**src/rtl/rca_seq_ctrl.sv**
```systemverilog
// Multi-cycle WIDTH-bit adder reusing one 4-bit ripple slice, LSB nibble first. Optional subtract via `RCA_SEQ_SUB_EN.
// Latency: start accepted at E0, done pulses in the cycle after E(NIBBLES), back in IDLE at E(NIBBLES+1).
// Backpressure: none; start is only sampled in IDLE and is ignored while busy.

// Plain 4-bit ripple-carry slice shared across all nibble steps.
module rcadder_4 (
    input  logic [3:0] a,
    input  logic [3:0] b,
    input  logic       ci,
    output logic [3:0] s,
    output logic       co
);
    logic [4:0] c;

    // Ripple the carry bit by bit through the nibble.
    always_comb begin
        c    = '0;
        s    = '0;
        c[0] = ci;
        for (int i = 0; i < 4; i++) begin
            s[i]   = a[i] ^ b[i] ^ c[i];
            c[i+1] = (a[i] & b[i]) | (c[i] & (a[i] ^ b[i]));
        end
        co = c[4];
    end
endmodule

module rca_seq_ctrl #(
    parameter int WIDTH = 16
) (
    input  logic             clk,
    input  logic             reset,
    input  logic             start,
    input  logic [WIDTH-1:0] a,
    input  logic [WIDTH-1:0] b,
    input  logic             cin,
`ifdef RCA_SEQ_SUB_EN
    input  logic             sub,
`endif
    output logic             busy,
    output logic             done,
    output logic [WIDTH-1:0] sum,
    output logic             cout,
    output logic             ovf
);
    localparam int NIBBLES = WIDTH / 4;
    localparam int IDXW    = (NIBBLES > 1) ? $clog2(NIBBLES) : 1;
    localparam logic [IDXW-1:0] LAST_IDX = IDXW'(NIBBLES - 1);

    typedef enum logic [1:0] {S_IDLE, S_RUN, S_DONE} state_t;

    state_t           state_q, state_d;
    logic [IDXW-1:0]  idx_q, idx_d;
    logic [WIDTH-1:0] a_q, a_d;
    logic [WIDTH-1:0] b_q, b_d;
    logic             c_q, c_d;
    logic [WIDTH-1:0] sum_q, sum_d;
    logic             cout_q, cout_d;
    logic             ovf_q, ovf_d;

    logic [3:0]       slice_a, slice_b, slice_s;
    logic             slice_co;
    logic             op_sub;

`ifdef RCA_SEQ_SUB_EN
    assign op_sub = sub;
`else
    assign op_sub = 1'b0;
`endif

    // The current nibble of the latched operands feeds the shared slice.
    assign slice_a = a_q[4*idx_q +: 4];
    assign slice_b = b_q[4*idx_q +: 4];

    rcadder_4 u_slice (
        .a  (slice_a),
        .b  (slice_b),
        .ci (c_q),
        .s  (slice_s),
        .co (slice_co)
    );

    // State and datapath registers; reset aborts any operation in flight.
    always_ff @(posedge clk) begin
        if (reset) begin
            state_q <= S_IDLE;
            idx_q   <= '0;
            a_q     <= '0;
            b_q     <= '0;
            c_q     <= 1'b0;
            sum_q   <= '0;
            cout_q  <= 1'b0;
            ovf_q   <= 1'b0;
        end else begin
            state_q <= state_d;
            idx_q   <= idx_d;
            a_q     <= a_d;
            b_q     <= b_d;
            c_q     <= c_d;
            sum_q   <= sum_d;
            cout_q  <= cout_d;
            ovf_q   <= ovf_d;
        end
    end

    // Next-state: IDLE waits for start, RUN steps NIBBLES times, DONE lasts one cycle.
    always_comb begin
        state_d = state_q;
        case (state_q)
            S_IDLE:  if (start) state_d = S_RUN;
            S_RUN:   if (idx_q == LAST_IDX) state_d = S_DONE;
            S_DONE:  state_d = S_IDLE;
            default: state_d = S_IDLE;
        endcase
    end

    // Datapath: latch operands on accept, then write one slice result per RUN cycle.
    always_comb begin
        idx_d  = idx_q;
        a_d    = a_q;
        b_d    = b_q;
        c_d    = c_q;
        sum_d  = sum_q;
        cout_d = cout_q;
        ovf_d  = ovf_q;
        case (state_q)
            S_IDLE: begin
                if (start) begin
                    a_d    = a;
                    // Subtraction is a + ~b + 1; the inverted b is what gets stored.
                    b_d    = op_sub ? ~b : b;
                    c_d    = op_sub ? 1'b1 : cin;
                    idx_d  = '0;
                    cout_d = 1'b0;
                    ovf_d  = 1'b0;
                end
            end
            S_RUN: begin
                sum_d[4*idx_q +: 4] = slice_s;
                c_d                 = slice_co;
                idx_d               = idx_q + 1'b1;
                if (idx_q == LAST_IDX) begin
                    idx_d  = '0;
                    cout_d = slice_co;
                    // slice_s[3] is the final result MSB, not yet visible in sum_q.
                    ovf_d  = (a_q[WIDTH-1] == b_q[WIDTH-1]) && (slice_s[3] != a_q[WIDTH-1]);
                end
            end
            default: ;
        endcase
    end

    // Outputs are decodes of registered state only.
    always_comb begin
        busy = (state_q != S_IDLE);
        done = (state_q == S_DONE);
        sum  = sum_q;
        cout = cout_q;
        ovf  = ovf_q;
    end
endmodule

```
**config.mk**
```make
export PLATFORM = sky130hd
export DESIGN_NAME = rca_seq_ctrl
export DESIGN_NICKNAME = d
export VERILOG_FILES = /design/src/rtl/rca_seq_ctrl.sv
export SDC_FILE = /design/constraint.sdc
export NUM_CORES = 1
export LEC_CHECK = 0
export CAP_MARGIN = 20
export CORE_MARGIN = 2
export CORE_UTILIZATION = 50
export DETAILED_ROUTE_END_ITERATION = 8
export GPL_TIMING_DRIVEN = 0
export PLACE_DENSITY_LB_ADDON = 0.05
export SLEW_MARGIN = 20
export SYNTH_ARGS = -nofsm -noshare
export SYNTH_HDL_FRONTEND = slang
export SYNTH_SLANG_ARGS = --single-unit
```
**constraint.sdc**
```tcl
create_clock -name clk -period 4.44 [get_ports clk]
set_input_delay 0.666 -clock clk [delete_from_list [all_inputs] [get_ports clk]]
set_output_delay 0.666 -clock clk [all_outputs]
set_load 0.02 [all_outputs]
```
==> results by group <==
CTS
  – H-tree depth: 2
  – # hold bufs at CTS: 0
  – Root buf cell: clkbuf_8
  – CTS buffer count: 5
  – # Post-CTS Setup Buffers: 0
  – Worst-path clk slew: 0.09 ns
  – Clock buffer depth: 2
  – Post-cts resize count: 0
  – Clk sink count: 55
  – Worst skew pair latency: 0.30 ns
  – TritonCTS clock tree: done

Finish
  – Commonest non-fill, non-tap cell in the layout: nand2_1
  – Layout Nets: 377
  – Share of cells above drive strength 1: 0.0964
  – # fillers: 422
  – Antenna diodes: 0
  – P&R area growth vs syn: 29.9%
  – Most frequent cells in the layout: 69 x nand2_1, 55 x dfxtp_1, 55 x clkdlybuf4s50_1
  – Core Util, Final: 0.676

Floorplanning
  – DIE WIDTH: 74.1 um
  – Die ar.: 0.00550 mm^2
  – Die Span Y: 74.1 um
  – Core Box Area: 0.00472 mm^2
  – # rows: 25
  – Ports: 56
  – Starting Density: 0.521

Worst setup path
  – CP max-delay cell: fa_1
  – Critical Path RT: 4.68 ns
  – CP most frequent cell: fa_1
  – CP Cell Sequence: buf_6 > mux4_2 > fa_1 > fa_1 > fa_1 > fa_1 > nand2b_1 > o22ai_1 > a32o_1
  – Worst setup SP type: flip-flop
  – Crit path kind: flip-flop to flip-flop
  – Max FO, Critical Path: 10
  – Setup crit end kind: flip-flop
  – Worst Path Arrival: 3.87 ns
  – Highest cell delay on the worst timing path: 0.68 ns

Timing
  – RSZ-0062 raised after global routing: false
  – Max Clk Rate: 276 MHz
  – Hold_ws: 0.453 ns
  – Setup Skew: 0.00635 ns
  – Max-slew violations: 0
  – Period utilisation layout: 0.816
  – Hold Fails Final Rpt: 0
  – Max transition margin: 0.593
  – Setup ws final: 0.816 ns
  – Final TNS setup: 0 ns
  – Worst slew pin tran: 0.611 ns
  – Period minus WS final: 3.62 ns
  – Setup violators final: 0

Synth
  – Synth Warn #: 0
  – Mean Syn Cell Area: 9.14 um^2
  – Top FF cell, synth: dfxtp_1
  – Cell Area, Synth: 0.00246 mm^2
  – EDFF count, synth: 0
  – #FFs+latches synth: 55
  – Post-synthesis sequential area ratio: 0.448
  – Gate Count Post-Synth: 269
  – FFs w/ async S/R, synth: 0
  – Syn nets: 315
  – Synth cell types: 33

Placement
  – Routability cong.: 0.840
  – Detail Placement HPWL: 4020 um
  – Number of port buffers: 55
  – Pre-CTS WS: 0.835 ns

Global route
  – Global route total overflow: 0
  – Initial antenna violation count: 0
  – First-pass GRT wire length: 9170 um
  – Vias in the first global route: 1985
  – Largest net degree at the start of global routing: 16
  – All-Layer GR Usage: 0.219

Routing
  – Vias per inst: 5.28
  – Detailed Route Iter0 Violations: 143
  – Via total after detailed routing: 2108
  – Routed WL: 5440 um
  – Post-route DRC violation count: 0
  – Number of antenna-violating nets in the routed design: 0
  – Drt wl/cell: 13.6 um
  – Detailed-router iteration count before antenna repair: 4

Power and ir drop
  – Power per cell area: 307 mW/mm^2
  – VDD IR max: 0.223 mV
  – Leakage power: 1.17 nW

Status
  – Outcome: finished, final reports clean

Hold path
  – Hold Crit Class: flip-flop to flip-flop

Flow run
  – Max cap viols: 0
[cell type report]
type                            instances  area [um^2]  share of cell area
Inverter                                9         33.8              0.0106
Buffer                                 17          103              0.0321
Tap cell                               67         83.8              0.0262
Sequential cell                        55         1100               0.345
Timing Repair Buffer                   55          551               0.172
Clock buffer                            8          100              0.0313
Multi-Input combinational cell        188         1220               0.383
[Yosys cell counts, drive strengths merged, types with 2 or more instances]
cell type | n | share of area
o32ai | 4 | 0.014
mux4 | 8 | 0.073
a32oi | 8 | 0.028
nand2b | 5 | 0.013
dfxtp | 55 | 0.45
nor2 | 13 | 0.020
and4bb | 2 | 0.010
inv | 9 | 0.014
buf | 10 | 0.031
nand3b | 4 | 0.012
fa | 4 | 0.033
ha | 6 | 0.031
nor2b | 5 | 0.013
nand3 | 2 | 0.0041
a21oi | 40 | 0.081
nor3b | 2 | 0.010
nand4 | 4 | 0.010
clkbuf | 7 | 0.011
nand2 | 69 | 0.11
[flip-flops by register name (all words and copies together) (netlist names)]
| signal | flops |
|---|---|
| state_q | 2 |
| ovf | 1 |
| c_q | 1 |
| sum | 16 |
| cout | 1 |
| idx_q | 2 |
| b_q | 16 |
| a_q | 16 |
[worst paths after layout]
kind                         start                  end  slack [ns]  depth (start not counted)
max          idx_q[0]$_SDFFE_PP0P_     ovf$_SDFFE_PP0P_        0.82                          9
min            sum[5]$_SDFFE_PP0P_  sum[5]$_SDFFE_PP0P_        0.45                          2
max reg2reg  idx_q[0]$_SDFFE_PP0P_     ovf$_SDFFE_PP0P_        0.82                          9
min reg2reg    sum[5]$_SDFFE_PP0P_  sum[5]$_SDFFE_PP0P_        0.45                          2
[per-layer routing]
metal  vias up  part of all wire  global-route usage
met1       978              0.46               0.292
met4         0             0.015              0.0727
met2        69              0.47               0.365
met3         8             0.052              0.0366
li1       1053                 -                   -
met5         -                 0                   0
[worst max-delay path, delay by kind of cell (launching register included)]
family,cells,cell delay (ns)
flip-flops,1,0.54
buffers and inverters,1,0.23
multiplexers,1,0.54
adder cells (fa/ha/maj),4,1.84
AO/OA/AOI/OAI,2,0.30
AND/OR/NAND/NOR,1,0.09
[per-stage QoR]
| step | total power, mW | instance area (um^2) | instances |
|---|---|---|---|
| after floorplan | 0.630 | 2460 | 269 |
| after global placement | 0.696 | 3090 | 391 |
| after detailed placement | 0.699 | 3090 | 391 |
| after CTS | 0.988 | 3190 | 399 |
| after global routing | 1.03 | 3190 | 399 |
| final | 0.980 | 3190 | 399 |
[kinds of logic after synthesis]
family                     count (synthesis)  synth area share
DFF                                       55             0.448
AOI/OAI and AO/OA                         57             0.141
muxes                                      9            0.0773
buffers and inverters                     26            0.0554
and+or+nand+nor                          112             0.215
adders and majority gates                 10            0.0631
[power breakdown]
| group | internal, mW | switching [mW] |
|---|---|---|
| registers | 0.514 | 0.0137 |
| logic | 0.0796 | 0.0804 |
| clock network | 0.143 | 0.150 |
| total | 0.736 | 0.244 |
Power figures use the tool's default switching activity.
